$ cat src/rtl/voq_cell_buffer_if.sv
// voq_cell_buffer_if
//   Handshake/data bundle between an ingress port, one VOQ cell buffer and the
//   mux control unit.
//   slave  : buffer side (accepts wr_*, rd_en_i; drives ready/full/rd_* outputs)
//   master : upstream/control side (drives wr_*, rd_en_i; observes the rest)
//   Signals:
//     wr_data_i/wr_valid_i/wr_ready_o : ingress word handshake
//     voq_full_o                      : >=1 complete cell stored
//     rd_en_i                         : pop request from the control unit
//     rd_data_o/rd_valid_o            : registered egress word
//     rd_sop_o/rd_eop_o               : first/last word of a cell
//     almost_full_o                   : only when VOQ_WATERMARK_EN is defined
interface voq_cell_buffer_if #(
  parameter int unsigned DATA_WIDTH = 32
);
  logic [DATA_WIDTH-1:0] wr_data_i;
  logic                  wr_valid_i;
  logic                  wr_ready_o;
  logic                  voq_full_o;
  logic                  rd_en_i;
  logic [DATA_WIDTH-1:0] rd_data_o;
  logic                  rd_valid_o;
  logic                  rd_sop_o;
  logic                  rd_eop_o;
`ifdef VOQ_WATERMARK_EN
  logic                  almost_full_o;
`endif

  modport slave (
    input  wr_data_i, wr_valid_i, rd_en_i,
    output wr_ready_o, voq_full_o, rd_data_o, rd_valid_o, rd_sop_o, rd_eop_o
`ifdef VOQ_WATERMARK_EN
    , output almost_full_o
`endif
  );

  modport master (
    output wr_data_i, wr_valid_i, rd_en_i,
    input  wr_ready_o, voq_full_o, rd_data_o, rd_valid_o, rd_sop_o, rd_eop_o
`ifdef VOQ_WATERMARK_EN
    , input almost_full_o
`endif
  );
endinterface

$ cat src/rtl/voq_cell_buffer.sv
// voq_cell_buffer
//   Per-destination virtual output queue. Collects ingress words into fixed
//   size cells, flags voq_full_o while at least one complete cell is stored,
//   and drains one word per cycle while rd_en_i is high. Partial cells are
//   never popped.
//   Ports:
//     clk   : rising-edge clock
//     rst_n : asynchronous active-low reset, discards all contents
//     bus   : voq_cell_buffer_if.slave (write handshake, pop request,
//             registered egress word with sop/eop, voq_full_o)
//   Build option:
//     VOQ_WATERMARK_EN : adds bus.almost_full_o, high when free space is at
//                        most one cell.
module voq_cell_buffer #(
  parameter int unsigned DATA_WIDTH  = 32,
  parameter int unsigned CELL_WORDS  = 4,
  parameter int unsigned DEPTH_CELLS = 4
) (
  input  logic               clk,
  input  logic               rst_n,
  voq_cell_buffer_if.slave   bus
);

  localparam int unsigned DEPTH = DEPTH_CELLS * CELL_WORDS;
  localparam int unsigned AW    = $clog2(DEPTH);
  localparam int unsigned IW    = $clog2(CELL_WORDS);
  localparam int unsigned CCW   = $clog2(DEPTH_CELLS) + 1;

  localparam logic [AW:0]   DEPTH_W   = (AW+1)'(DEPTH);
  localparam logic [AW:0]   WC_ONE    = (AW+1)'(1);
  localparam logic [CCW-1:0] CC_ONE   = CCW'(1);
  localparam logic [AW-1:0] PTR_ONE   = AW'(1);
  localparam logic [IW-1:0] IDX_ONE   = IW'(1);
  localparam logic [IW-1:0] IDX_LAST  = IW'(CELL_WORDS - 1);

  typedef enum logic {
    IDLE,
    DRAIN
  } state_t;

  state_t state, state_nxt;

  logic [DATA_WIDTH-1:0] mem [DEPTH];
  logic [AW-1:0]         wr_ptr, rd_ptr;
  logic [AW:0]           word_cnt;
  logic [CCW-1:0]        cell_cnt;
  logic [IW-1:0]         wr_idx, rd_idx;

  logic [DATA_WIDTH-1:0] rd_data_q;
  logic                  rd_valid_q, rd_sop_q, rd_eop_q;

  logic accept, pop, cell_done, eop_pop, rd_last;

  assign accept    = bus.wr_valid_i && bus.wr_ready_o;
  assign cell_done = accept && (wr_idx == IDX_LAST);
  assign rd_last   = (rd_idx == IDX_LAST);
  assign eop_pop   = pop && rd_last;

  // Pop decision. In DRAIN the current cell is guaranteed complete, so any
  // rd_en_i pops; IDLE only starts a cell when one is fully stored.
  always_comb begin
    pop       = 1'b0;
    state_nxt = state;
    unique case (state)
      IDLE: begin
        if (bus.rd_en_i && (cell_cnt != '0)) begin
          pop       = 1'b1;
          state_nxt = DRAIN;
        end
      end
      DRAIN: begin
        if (bus.rd_en_i) begin
          pop = 1'b1;
          if (rd_last) state_nxt = IDLE;
        end
      end
      default: state_nxt = IDLE;
    endcase
  end

  always_ff @(posedge clk or negedge rst_n) begin
    if (!rst_n) state <= IDLE;
    else        state <= state_nxt;
  end

  // Storage array carries no reset; validity is tracked by the pointers.
  always_ff @(posedge clk) begin
    if (accept) mem[wr_ptr] <= bus.wr_data_i;
  end

  always_ff @(posedge clk or negedge rst_n) begin
    if (!rst_n) begin
      wr_ptr   <= '0;
      rd_ptr   <= '0;
      word_cnt <= '0;
      cell_cnt <= '0;
      wr_idx   <= '0;
      rd_idx   <= '0;
    end else begin
      if (accept) begin
        wr_ptr <= wr_ptr + PTR_ONE;
        wr_idx <= wr_idx + IDX_ONE;
      end
      if (pop) begin
        rd_ptr <= rd_ptr + PTR_ONE;
        rd_idx <= rd_idx + IDX_ONE;
      end
      unique case ({accept, pop})
        2'b10:   word_cnt <= word_cnt + WC_ONE;
        2'b01:   word_cnt <= word_cnt - WC_ONE;
        default: word_cnt <= word_cnt;
      endcase
      unique case ({cell_done, eop_pop})
        2'b10:   cell_cnt <= cell_cnt + CC_ONE;
        2'b01:   cell_cnt <= cell_cnt - CC_ONE;
        default: cell_cnt <= cell_cnt;
      endcase
    end
  end

  always_ff @(posedge clk or negedge rst_n) begin
    if (!rst_n) begin
      rd_data_q  <= '0;
      rd_valid_q <= 1'b0;
      rd_sop_q   <= 1'b0;
      rd_eop_q   <= 1'b0;
    end else begin
      rd_valid_q <= pop;
      rd_sop_q   <= pop && (rd_idx == '0);
      rd_eop_q   <= eop_pop;
      if (pop) rd_data_q <= mem[rd_ptr];
    end
  end

  // All status outputs decode registered counts only; no path from rd_en_i.
  assign bus.wr_ready_o = (word_cnt != DEPTH_W);
  assign bus.voq_full_o = (cell_cnt != '0);
  assign bus.rd_data_o  = rd_data_q;
  assign bus.rd_valid_o = rd_valid_q;
  assign bus.rd_sop_o   = rd_sop_q;
  assign bus.rd_eop_o   = rd_eop_q;

`ifdef VOQ_WATERMARK_EN
  localparam logic [AW:0] CELL_W = (AW+1)'(CELL_WORDS);
  assign bus.almost_full_o = ((DEPTH_W - word_cnt) <= CELL_W);
`endif

endmodule

$ cat src/flat_wrapper.sv
// flat-port wrapper written by rule: the top's interface ports become plain ports
module voq_cell_buffer_flat 
#(
  parameter int unsigned DATA_WIDTH  = 32,
  parameter int unsigned CELL_WORDS  = 4,
  parameter int unsigned DEPTH_CELLS = 4
)
  (clk, rst_n, bus_wr_data_i, bus_wr_valid_i, bus_rd_en_i, bus_wr_ready_o, bus_voq_full_o, bus_rd_data_o, bus_rd_valid_o, bus_rd_sop_o, bus_rd_eop_o);
  voq_cell_buffer_if #(.DATA_WIDTH(DATA_WIDTH)) bus_i ();
  input  logic clk;
  input  logic rst_n;
  input wire logic [$bits(bus_i.wr_data_i)-1:0] bus_wr_data_i;
  input wire logic [$bits(bus_i.wr_valid_i)-1:0] bus_wr_valid_i;
  input wire logic [$bits(bus_i.rd_en_i)-1:0] bus_rd_en_i;
  output wire logic [$bits(bus_i.wr_ready_o)-1:0] bus_wr_ready_o;
  output wire logic [$bits(bus_i.voq_full_o)-1:0] bus_voq_full_o;
  output wire logic [$bits(bus_i.rd_data_o)-1:0] bus_rd_data_o;
  output wire logic [$bits(bus_i.rd_valid_o)-1:0] bus_rd_valid_o;
  output wire logic [$bits(bus_i.rd_sop_o)-1:0] bus_rd_sop_o;
  output wire logic [$bits(bus_i.rd_eop_o)-1:0] bus_rd_eop_o;
  assign bus_i.wr_data_i = bus_wr_data_i;
  assign bus_i.wr_valid_i = bus_wr_valid_i;
  assign bus_i.rd_en_i = bus_rd_en_i;
  assign bus_wr_ready_o = bus_i.wr_ready_o;
  assign bus_voq_full_o = bus_i.voq_full_o;
  assign bus_rd_data_o = bus_i.rd_data_o;
  assign bus_rd_valid_o = bus_i.rd_valid_o;
  assign bus_rd_sop_o = bus_i.rd_sop_o;
  assign bus_rd_eop_o = bus_i.rd_eop_o;
  voq_cell_buffer #(.DATA_WIDTH(DATA_WIDTH), .CELL_WORDS(CELL_WORDS), .DEPTH_CELLS(DEPTH_CELLS)) u_core (.clk(clk), .rst_n(rst_n), .bus(bus_i));
endmodule
$ cat config.mk
export PLATFORM = sky130hd
export DESIGN_NAME = voq_cell_buffer_flat
export DESIGN_NICKNAME = d
export VERILOG_FILES = /design/src/rtl/voq_cell_buffer_if.sv /design/src/rtl/voq_cell_buffer.sv /design/src/flat_wrapper.sv
export SDC_FILE = /design/constraint.sdc
export NUM_CORES = 1
export LEC_CHECK = 0
export ABC_AREA = 1
export CORE_AREA = 2 2 244 246
export CTS_CLUSTER_DIAMETER = 80
export DETAILED_ROUTE_END_ITERATION = 6
export DIE_AREA = 0 0 246 248
export PLACE_DENSITY = 0.57
export SLEW_MARGIN = 15
export SYNTH_ARGS = -nofsm -noshare
export SYNTH_HDL_FRONTEND = slang
export SYNTH_SLANG_ARGS = --single-unit
export TNS_END_PERCENT = 100
$ cat constraint.sdc
create_clock -name clk -period 3.7 [get_ports clk]
set_input_delay 0.74 -clock clk [delete_from_list [all_inputs] [get_ports clk]]
set_output_delay 0.74 -clock clk [all_outputs]
set_load 0.01 [all_outputs]
# Yosys cells after proc, flatten, opt, wreduce, memory -nomap -nowiden
# Memories as Yosys holds them, arrays and structs flattened. A register that Yosys moved wholly into a read port is not among the register bits.
# Index checks and enable logic that the tools add are counted.
# totals
register_bits	24
mem_bits_rw	512
in_bits	36
output_inout_bits	37
word_cells	47
n_memories	1
# op_classes
addsub	8
n_eq_ne	7
n_mux	10
bitwise_logic	1
n_reduce_logical	10
# memory_table
memory	depth	word_bits	read_ports	rd_clocked_by_memory_dff	write_ports	line_no	text
u_core.mem	16	32	1	1	1	voq_cell_buffer.sv:43	logic [DATA_WIDTH-1:0] mem [DEPTH];
# ops
op	count
5-bit one-hot mux with 2 select lines	1
4-bit by 1-bit adder with 4-bit output (second input constant)	2
2-bit == test (second input constant)	4
1-bit two-way mux	6
3-bit one-hot mux with 2 select lines	1
5-bit by 1-bit adder with 5-bit output (second input constant)	1
1-bit logical AND	5
5-bit != test (second input constant)	1
5-bit by 1-bit subtractor with 5-bit output (second input constant)	1
2-bit by 1-bit adder with 2-bit output (second input constant)	2
2-bit by 1-bit == test with 1-bit output (second input constant)	2
1-bit one-hot mux with 2 select lines	2
2-bit nonzero test	2
3-bit by 1-bit adder with 3-bit output (second input constant)	1
3-bit nonzero test	1
3-bit by 1-bit subtractor with 3-bit output (second input constant)	1
2-bit logical NOT	1
1-bit logical NOT	1
1-bit inverter	1

# Depth between registers and ports, before layout
# Gate-level depths: netlist of the first run.
# logic_depth
word_depth	7
depth_mapped	15
depth_no_buf	14

# Worst setup path before layout of the first run
# OpenSTA, ideal clock, no wires.
# synth_path
kind	in2reg
start	in bus_wr_valid_i
end	mem u_core.mem[0][0], enable pin
setup_time_ns	0.421
t_arrival_ns	2.537
required_time_ns	3.279
setup_slack_ns	0.742
path_stages	5
path_buffers	1
path_cell_list	nand2_2 > inv_1 > buf_2 > nand2_1 > nor2_1
# synth_via
elab_chain_len	3
# synth_lines
element	line_no	text
from (decl)	flat_wrapper.sv:13	input wire logic [$bits(bus_i.wr_valid_i)-1:0] bus_wr_valid_i;
1-bit logical AND	voq_cell_buffer.sv:54	assign accept = bus.wr_valid_i && bus.wr_ready_o;
1-bit two-way mux	voq_cell_buffer.sv:88	if (accept) mem[wr_ptr] <= bus.wr_data_i;
1-bit two-way mux (implied by the code)	voq_cell_buffer.sv:88	
to (decl)	voq_cell_buffer.sv:43	
# No other way between the ends.

# Worst setup path in the final report of the first run
# layout_path
start	reg u_core.word_cnt[0]
end	out bus_wr_ready_o
# layout_via
elab_chain_len	1
# layout_lines
element	line_no	text
from (decl)	voq_cell_buffer.sv:45	logic [AW:0] word_cnt;
from (signal assigned)	voq_cell_buffer.sv:109	2'b10: word_cnt <= word_cnt + WC_ONE;
from (signal assigned)	voq_cell_buffer.sv:110	2'b01: word_cnt <= word_cnt - WC_ONE;
from (signal assigned)	voq_cell_buffer.sv:111	default: word_cnt <= word_cnt;
5-bit != test	voq_cell_buffer.sv:136	assign bus.wr_ready_o = (word_cnt != DEPTH_W);
to (decl)	flat_wrapper.sv:15	output wire logic [$bits(bus_i.wr_ready_o)-1:0] bus_wr_ready_o;
# No other way between the ends.

==> run summary, run 1 <==
The flow ran to the end, and the final reports show no timing, DRC or antenna violations. The initialized floorplan defines 89 standard-cell rows. The area of the placeable core was 58500 um^2.

The worst register-to-register path begins at u_core.word_cnt[0]$_DFFE_PN0P_. Counting every sink on the clock net gives 568. The worst setup path is launched from a flip-flop. Buffers added to address setup during post-CTS repair amount to 0. For the part of the power in combinational logic, the log shows 34.2%.

The share of total power dissipated in sequential elements is 38.6%. The run gives 0 as the final max-slew violation count. The synthesized net count is 2014, and the number of ports placed on the die boundary is 73. Across all register-to-register paths, the minimum setup slack is 1.28 ns. Counting flops with an async set or reset pin after synthesis yields a share of 9.86%. Detailed routing inserted a total of 14700 vias. The required time of the worst setup path was 2.96 ns; the setup slack of the critical path after layout was 1.04 ns.

The number of buffers added by the clock tree synthesis step was 57; the net switching power figure was 7.82 mW. The final HPWL from detailed placement was 32.4 mm; the static leakage was 9.93 nW. In the finished design, the share of the clock period the worst path needs comes to 72.0%.

Traced cell by cell, the critical path runs through nor3_1 > nand3_1 > clkdlybuf4s50_1. After the last flow step, the layout net total stands at 2074. Setup repair after global routing left no endpoint under its margin. The root buffer cell was sky130_fd_sc_hd__clkbuf_16.

The sequential cell area was 16800 um^2; the fmax was 0.376 GHz. After synthesis, the mean cell area works out to 11.8 um^2. TritonCTS built the clock tree.

Yosys instantiated no cell more often than sky130_fd_sc_hd__nand2_1. Entering global routing, the biggest net connects 166 pins. The type of destination of the critical path is a primary output. For the number of remaining DRC errors, the log shows 0. The number of placed instances, taps included, is 2737.

In the final routed layout, each cell accounts on average for 20.1 um. VDD sags by at most 0.673 mV. The endpoint of the worst register-to-register path was u_core.cell_cnt[2]$_DFFE_PN0P_.

For the number of hold violations in the final report, the log shows 0. The count of nets left with antenna violations once routing finished came out at 0. The starting utilization of the core area came out at 39.7%. For the maximum count of clock buffers along a single path, the log shows 3. The highest cell delay on the worst timing path works out to 0.53 ns.

In this run, the clock network consumes 27.2% of the power. In this run the tightest slew margin relative to its limit is 38.9%. The number of global-route vias before repair is 14400. The largest total area in the synthesized netlist belongs to sky130_fd_sc_hd__edfxtp_1.

The number of DRC violations after detailed-routing iteration 0 is 1290. Dividing total power by cell area gives a power density of 801 nW/um^2. The multi-input combinational cells in the finished layout cover a total of 5550 um^2. The fraction of the yosys area taken by sequential cells was 72.3%. The type of the setup path with the least slack is reg2out. The number of antenna violations at the first check in global routing was 1; the iteration count of the initial detailed-routing pass was 5.

The number of cell instances on the worst register-to-register path is 11. The total overflow left after global routing is 0. The number of vias per cell was 5.16. The routability congestion estimate was 0.798. Subtracting the final worst setup slack from the clock period gives 2.66 ns. Relative to the synthesized area, the layout overhead comes to 14.4%. Ranked by instance count, the synthesized netlist is headed by 801 x sky130_fd_sc_hd__nand2_1, 512 x sky130_fd_sc_hd__edfxtp_1, 389 x sky130_fd_sc_hd__nand3_1. For this run, the number of Yosys warnings is 0. The clock input transition at the sequential cells of the worst setup and hold paths is 0.06 ns, and the final setup TNS is 0 ns. The logs give 57.2 mm for the aggregate routed wire length and 13.4 mW for the internal power summed over all cells. The sum of buffers and inverters on the critical path is 1. Synthesis handed over a netlist of 1963 instances. Buffers placed on the I/O ports in this run total 72. Kind of cell adding the most delay to the critical path: buffers and inverters. In this run the number of H-tree levels came out at 2. Summing every instance area after synthesis gives 23200 um^2.

In this run the horizontal extent of the chip is 246 um. Among all flip-flop cells after synthesis, the most frequent one is sky130_fd_sc_hd__edfxtp_1. The first global-routing pass estimated 87.1 mm of wire.

The share of post-route cells with drive strength above 1 came out at 7.54%. The overall die height was 248 um; the count of cell types in the netlist was 27. The run gives 2844 as the final non-filler cell total.

The tool flagged a number of max-cap violations equal to 0. Global routing used 18.9% of the available tracks. The run gives 0.0333 ns as the final clock skew.

Of the post-synthesis cell area, the dominant cell type holds 66.3%. The slew at the pin closest to its max-slew limit was 0.917 ns; the number of resized instances in the post-cts repair step was 0. The classification of the worst-slack hold path was in2async. The floorplan step defined a die boundary enclosing 61000 um^2. The switching fraction of total power was 36.8%. After synthesis, the cell types taking the most area are sky130_fd_sc_hd__edfxtp_1 66%, sky130_fd_sc_hd__nand2_1 13%, sky130_fd_sc_hd__nand3_1 8.4%. After synthesis the netlist holds a flip-flop and latch count of 568. For the number of fillers in the final layout, the log shows 5269. For this design, the slowest cell found on the critical path is sky130_fd_sc_hd__clkdlybuf4s50_1. Setup violations remaining at the end of the flow were counted as 0.

Data on the critical path arrives at its endpoint at 1.92 ns. The setup slack after placement is 0.745 ns. Buffers inserted to repair hold after CTS numbered 0. Yosys mapped a number of flops with a built-in enable equal to 512.

For the worst-skew pair, the clock arrives at the later sink with an insertion delay of 0.63 ns. In this run the worst path has a maximum fanout of 4.
[worst reg2reg max path: cells and delay by family, from the launching register on]
family                   cells  cell delay, ns
flip-flops                   1            0.42
XOR/XNOR                     1            0.16
adder cells (fa/ha/maj)      2            0.51
AO/OA/AOI/OAI                2            0.28
AND/OR/NAND/NOR              4            0.64
buffers and inverters        2            0.26
[state kept, by name (all words and copies together) (netlist names), 2 cells and up]
signal / count
u_core.mem: 512
u_core.word_cnt: 5
u_core.cell_cnt: 3
u_core.wr_ptr: 4
u_core.rd_ptr: 4
u_core.rd_idx: 2
u_core.wr_idx: 2
u_core.bus.rd_data_o: 32
[worst max-delay path by stage]
stage / start / endpoint / depth (start not counted)
after floorplan: bus_wr_valid_i / u_core.mem[0][0]$_DFFE_PP_ / 5
after detailed placement: bus_wr_valid_i / u_core.mem[5][5]$_DFFE_PP_ / 6
after CTS: u_core.word_cnt[0]$_DFFE_PN0P_ / bus_wr_ready_o / 3
final: u_core.word_cnt[0]$_DFFE_PN0P_ / bus_wr_ready_o / 3
after global routing: u_core.word_cnt[0]$_DFFE_PN0P_ / bus_wr_ready_o / 3
after global placement: bus_wr_valid_i / u_core.mem[5][11]$_DFFE_PP_ / 6
[layout by cell type, fill, tap and decap left out, types with 11 or more instances in the layout]
cell type | Yosys | layout
sky130_fd_sc_hd__buf_12 | 1 | 15
sky130_fd_sc_hd__buf_4 | 2 | 29
sky130_fd_sc_hd__clkbuf_16 | 0 | 57
sky130_fd_sc_hd__clkdlybuf4s50_1 | 0 | 71
sky130_fd_sc_hd__clkinv_1 | 0 | 11
sky130_fd_sc_hd__clkinv_2 | 0 | 15
sky130_fd_sc_hd__dfrtp_1 | 56 | 53
sky130_fd_sc_hd__edfxtp_1 | 512 | 512
sky130_fd_sc_hd__ha_1 | 13 | 13
sky130_fd_sc_hd__inv_1 | 25 | 23
sky130_fd_sc_hd__nand2_1 | 801 | 800
sky130_fd_sc_hd__nand3_1 | 389 | 389
sky130_fd_sc_hd__nor2_4 | 0 | 16
[power groups by stage]
stage               registers, mW  logic, mW  clock network [mW]
floorplan                    8.31       5.10                   0
global placement             8.32       7.22                   0
detailed placement           8.33       7.31                   0
CTS                          8.20       7.34                5.90
global route                 8.27       8.14                6.16
finish                       8.20       7.26                5.79
[stage by stage]
step                util [%]  power (mW)  hold WS (ns)  instance area, um^2
detailed placement      42.2        15.6         0.468                24600
finish                  45.4        21.3         0.256                26500
floorplan                  -        13.4         0.444                23200
global route            45.4        22.6         0.307                26500
global placement        42.2        15.5         0.462                24600
CTS                     45.4        21.4         0.262                26500
[cell families (layout without fill, tap and decap cells)]
| group | after synthesis | after routing | share of synthesized area, % |
|---|---|---|---|
| flip-flops | 568 | 568 | 72.3 |
| other | 0 | 1 | 0 |
| adder cells (fa/ha/maj) | 15 | 15 | 0.874 |
| buffers and inverters | 141 | 248 | 4.28 |
| XOR/XNOR | 12 | 12 | 0.453 |
| AO/OA/AOI/OAI | 15 | 15 | 0.345 |
| AND/OR/NAND/NOR | 1212 | 1212 | 21.7 |
[layer usage]
metal  vias to the layer above  wire [um]  global-route usage (%)
met5                         -          0                       0
met2                       451      26900                    29.9
met1                      7277      25500                    27.0
li1                       6884          -                       -
met4                         0       1080                    4.56
met3                        71       3770                    3.49
[cell type report]
type | instances | area share (%)
clock inverter | 38 | 1.48
multi-input combinational | 1254 | 20.9
clock buffer | 68 | 5.64
antenna | 1 | 0.00943
tap | 773 | 3.64
sequential | 568 | 63.3
timing repair buffer | 115 | 4.63
inverter | 27 | 0.410
No activity file was read; power rests on OpenSTA's default activity.
==> inputs of run 2 (changes only) <==
PLACE_DENSITY = 0.59   (was 0.57)
clock period = 2.2 ns   (was 3.7 ns; I/O delays follow)
==> run 2 against run 1 <==
Non-clock buffer count grew 45. Total power grew 70%. Utilization grew 1.0 points. Critical path depth is the same. Sequential power grew 68%. Global-route usage shrank 0.10 points. Design area grew 2.3%. Critical endpoint unchanged. Largest power group unchanged.
==> run summary, run 2 (same netlist as run 1, synthesis figures left out) <==
The flow ran to the end, and the final reports show no timing, DRC or antenna violations. The aggregate routed wire length is 56.9 mm (-0.53%). The tools report the number of remaining DRC errors as 0 (unchanged). The switching fraction of total power is 36.3% (-0.54 points), and the max-cap check violation count is 0 (unchanged). The average detailed-routed wire length per instance is 19.7 um (-2.1%), and the net total in the final layout is 2120 (+2.2%). The number of sinks driven by the clock tree was 568 (unchanged); the number of buffers added by the clock tree synthesis step was 58 (+1.8%).

The pin count of the biggest net entering global routing came out at 108 (-35%). Setup repair after global routing could not meet its margin everywhere. Clock input transition at the sequential cells of the worst setup and hold paths: 0.07 ns (about the same). The logs give 38.2% (-0.4 points) for the share of total power in sequential cells and 0.316 ns (+0.0606 ns) for the final hold slack. The end of the critical path is bus_wr_ready_o. Largest fanout on the critical path: 2 (-2). STA classifies the critical path endpoint as a primary output.

The insertion delay to the later sink of the worst-skew pair is 0.62 ns (about the same), and the number of vias after detailed routing is 14800 (+0.93%). The worst slew margin relative to its limit was 50.0% (+11 points). The logs give 0.123 ns (-0.914 ns) for the setup slack of the critical path after layout and 18.8% (-0.10 points) for the overall track demand over capacity in global routing. The final max-slew violation count was 0 (unchanged); the number of endpoints failing setup at the final stage was 0 (unchanged). The run gives 0.722 mV (+7.2%) as the maximum resistive drop on vdd. The endpoint identified for the worst register-to-register timing path is u_core.word_cnt[4]$_DFFE_PN0P_.

The logs give 23.0 mW (+71%) for the internal power summed over all cells and 2891 (+1.7%) for the final non-filler cell total. Commonest non-fill, non-tap cell in the layout: sky130_fd_sc_hd__nand2_1. The tools report the number of global-route vias before repair as 14500 (+0.70%). The overall die height was 248 um (unchanged).

The final clock skew came out at 0.0135 ns (-0.0198 ns). The tools report the setup slack after placement as -0.197 ns (-0.942 ns). The number of ports placed on the die boundary came out at 73 (unchanged). The aggregate global routing overflow was 0 (unchanged); the highest cell delay on the worst timing path was 0.40 ns (-0.13 ns). Global-route wire length before repair: 86.6 mm (-0.59%).

Root buffer cell: sky130_fd_sc_hd__clkbuf_16. The register-to-register setup slack is 0.14 ns (-1.14 ns). The tools report the post-route antenna net violation count as 0 (unchanged). The run gives 2779 (+1.5%) as the number of placed cells counting well taps. The area of the placeable core is 58500 um^2 (unchanged). The number of flip-flops in the largest register is 512 (unchanged). The run gives 39.7% (unchanged) as the starting utilization of the core area. The cell row count was 89 (unchanged); the final clock period utilization by the worst path was 94.4%. Required time of the worst setup path: 1.76 ns (-1.20 ns). The number of hold violations in the final report was 0 (unchanged). Slowest cell on the critical path: sky130_fd_sc_hd__dfrtp_1. The smallest clock period supported by the final layout is computed as 2.08 ns. The number of vias per cell works out to 5.13 (-0.71%). For this run, the top clock speed supported by timing is 0.482 GHz. The total power divided by cell area came out at 1330 nW/um^2 (+66%). The logs give 26.7% (-0.5 points) for the power share of the clock group and 25200 um^2 (+2.4%) for the area after detailed placement. The top register by number of flip-flops was u_core.mem. The multi-input logic area was 5570 um^2 (+0.38%); the number of buffers added on ports was 72 (unchanged). For the part of the power in combinational logic, the log shows 35.1% (+0.9 points). The setup path with the least slack is of type reg2out. Share of post-route cells with drive strength above 1: 9.58% (+2.0 points). The number of fillers in the final layout was 5246 (-0.44%); the overall die width was 246 um (unchanged).

The number of DRC violations after detailed-routing iteration 0 is 1332 (+3.3%). Final standard cell area without fillers: 27100 um^2 (+2.3%). The slew at the pin closest to its max-slew limit was 0.748 ns (-0.169 ns). The routability congestion estimate came out at 0.770 (-3.4%). Static leakage: 10.2 nW (+2.9%).

The final HPWL from detailed placement came out at 31.6 mm (-2.5%). The number of antenna violations at the first check in global routing was 2 (+1). The classification of the worst-slack hold path was in2async.

The logs give 13.1 mW (+67%) for the net switching power figure and 2 (unchanged) for the deepest level of the CTS H-tree. Iteration count of the initial detailed-routing pass: 7 (+2). The library cells used most frequently in the layout, excluding fill and tap cells, are 800 x sky130_fd_sc_hd__nand2_1, 512 x sky130_fd_sc_hd__edfxtp_1, 387 x sky130_fd_sc_hd__nand3_1. The number of cell instances on the worst register-to-register path is 13 (+2), and the count of antenna diodes in the layout is 0 (-1).

The maximum count of clock buffers along a single path was 3 (unchanged). The worst setup path is launched from a flip-flop. The critical path goes through nor3_2 > nand3_2 > dlygate4sd2_1. The launching element of the worst setup path is u_core.word_cnt[1]$_DFFE_PN0P_. The critical register-to-register path startpoint was u_core.word_cnt[1]$_DFFE_PN0P_.

The logs give 61000 um^2 (unchanged) for the area of the die and 1.64 ns (-0.28 ns) for the data arrival time of the critical path. The sequential cell area came out at 16800 um^2 (unchanged). The final setup TNS was 0 ns (unchanged). TritonCTS built the clock tree. Area growth from synthesis to layout: 17.0%.
==> run 2: cell count changes in the layout (fill, tap and decap cells not counted), sizes merged <==
cell           change
buf               +44
dlygate4sd2        +2
diode              -1
inv                +3
clkdlybuf4s50      -2
clkbuf             +2
clkinv             +1
dlygate4sd3        +1
clkinvlp           -2
bufinv             -1
==> run 2: how the worst min path moves through the flow <==
stage | start | end | slack, ns
CTS | rst_n | u_core.bus.rd_data_o[7]$_DFFE_PN0P_ | 0.31
floorplan | rst_n | u_core.bus.rd_data_o[0]$_DFFE_PN0P_ | 0.14
global route | rst_n | u_core.bus.rd_data_o[7]$_DFFE_PN0P_ | 0.35
detailed placement | rst_n | u_core.bus.rd_data_o[9]$_DFFE_PN0P_ | 0.42
finish | rst_n | u_core.bus.rd_data_o[7]$_DFFE_PN0P_ | 0.32
global placement | rst_n | u_core.bus.rd_data_o[6]$_DFFE_PN0P_ | 0.42
==> run 2: power by group through the flow <==
stage               sequential, mW  combinational [mW]  clock [mW]
finish                        13.8                12.7        9.63
detailed placement            14.0                12.7           0
floorplan                     13.9                8.69           0
global route                  13.9                14.1        10.2
global placement              13.9                12.5           0
CTS                           13.8                12.7        9.81
==> run 2: worst max-delay path: cells and delay by family (launching register included) <==
kind | cells | cell delay [ns]
buffers and inverters | 1 | 0.30
flip-flops | 1 | 0.40
AND/OR/NAND/NOR | 2 | 0.32
==> run 2: metrics by stage <==
step                utilization (%)  total power, mW
finish                         46.4             36.1
global route                   46.4             38.2
CTS                            46.4             36.3
detailed placement             43.2             26.6
global placement               43.2             26.4
floorplan                         -             22.6
==> run 2: what timing repair did <==
item	4_1_cts	5_1_grt
buffers inserted	0	2
pin swaps	0	5
endpoints found under the hold margin	23	0
setup endpoints to repair	2	4
hold buffers	1	0
gates resized for setup	2	8
==> run 2: area by class of cell <==
class                           instances  share of cell area (%)
Tap cell                              773                    3.56
Multi-Input combinational cell       1254                    20.5
Sequential cell                       568                    61.9
Inverter                               27                   0.401
Timing Repair Buffer                  160                    6.79
Clock buffer                           70                    5.63
Clock inverter                         39                    1.22
==> run 2: metal layers <==
metal / up-vias / track usage, % / part of all wire [%]
met5: - / 0 / 0.019
met2: 511 / 31.7 / 49
met4: 2 / 5.81 / 2.4
met3: 83 / 2.64 / 6.1
met1: 7240 / 25.2 / 43
li1: 6984 / - / -
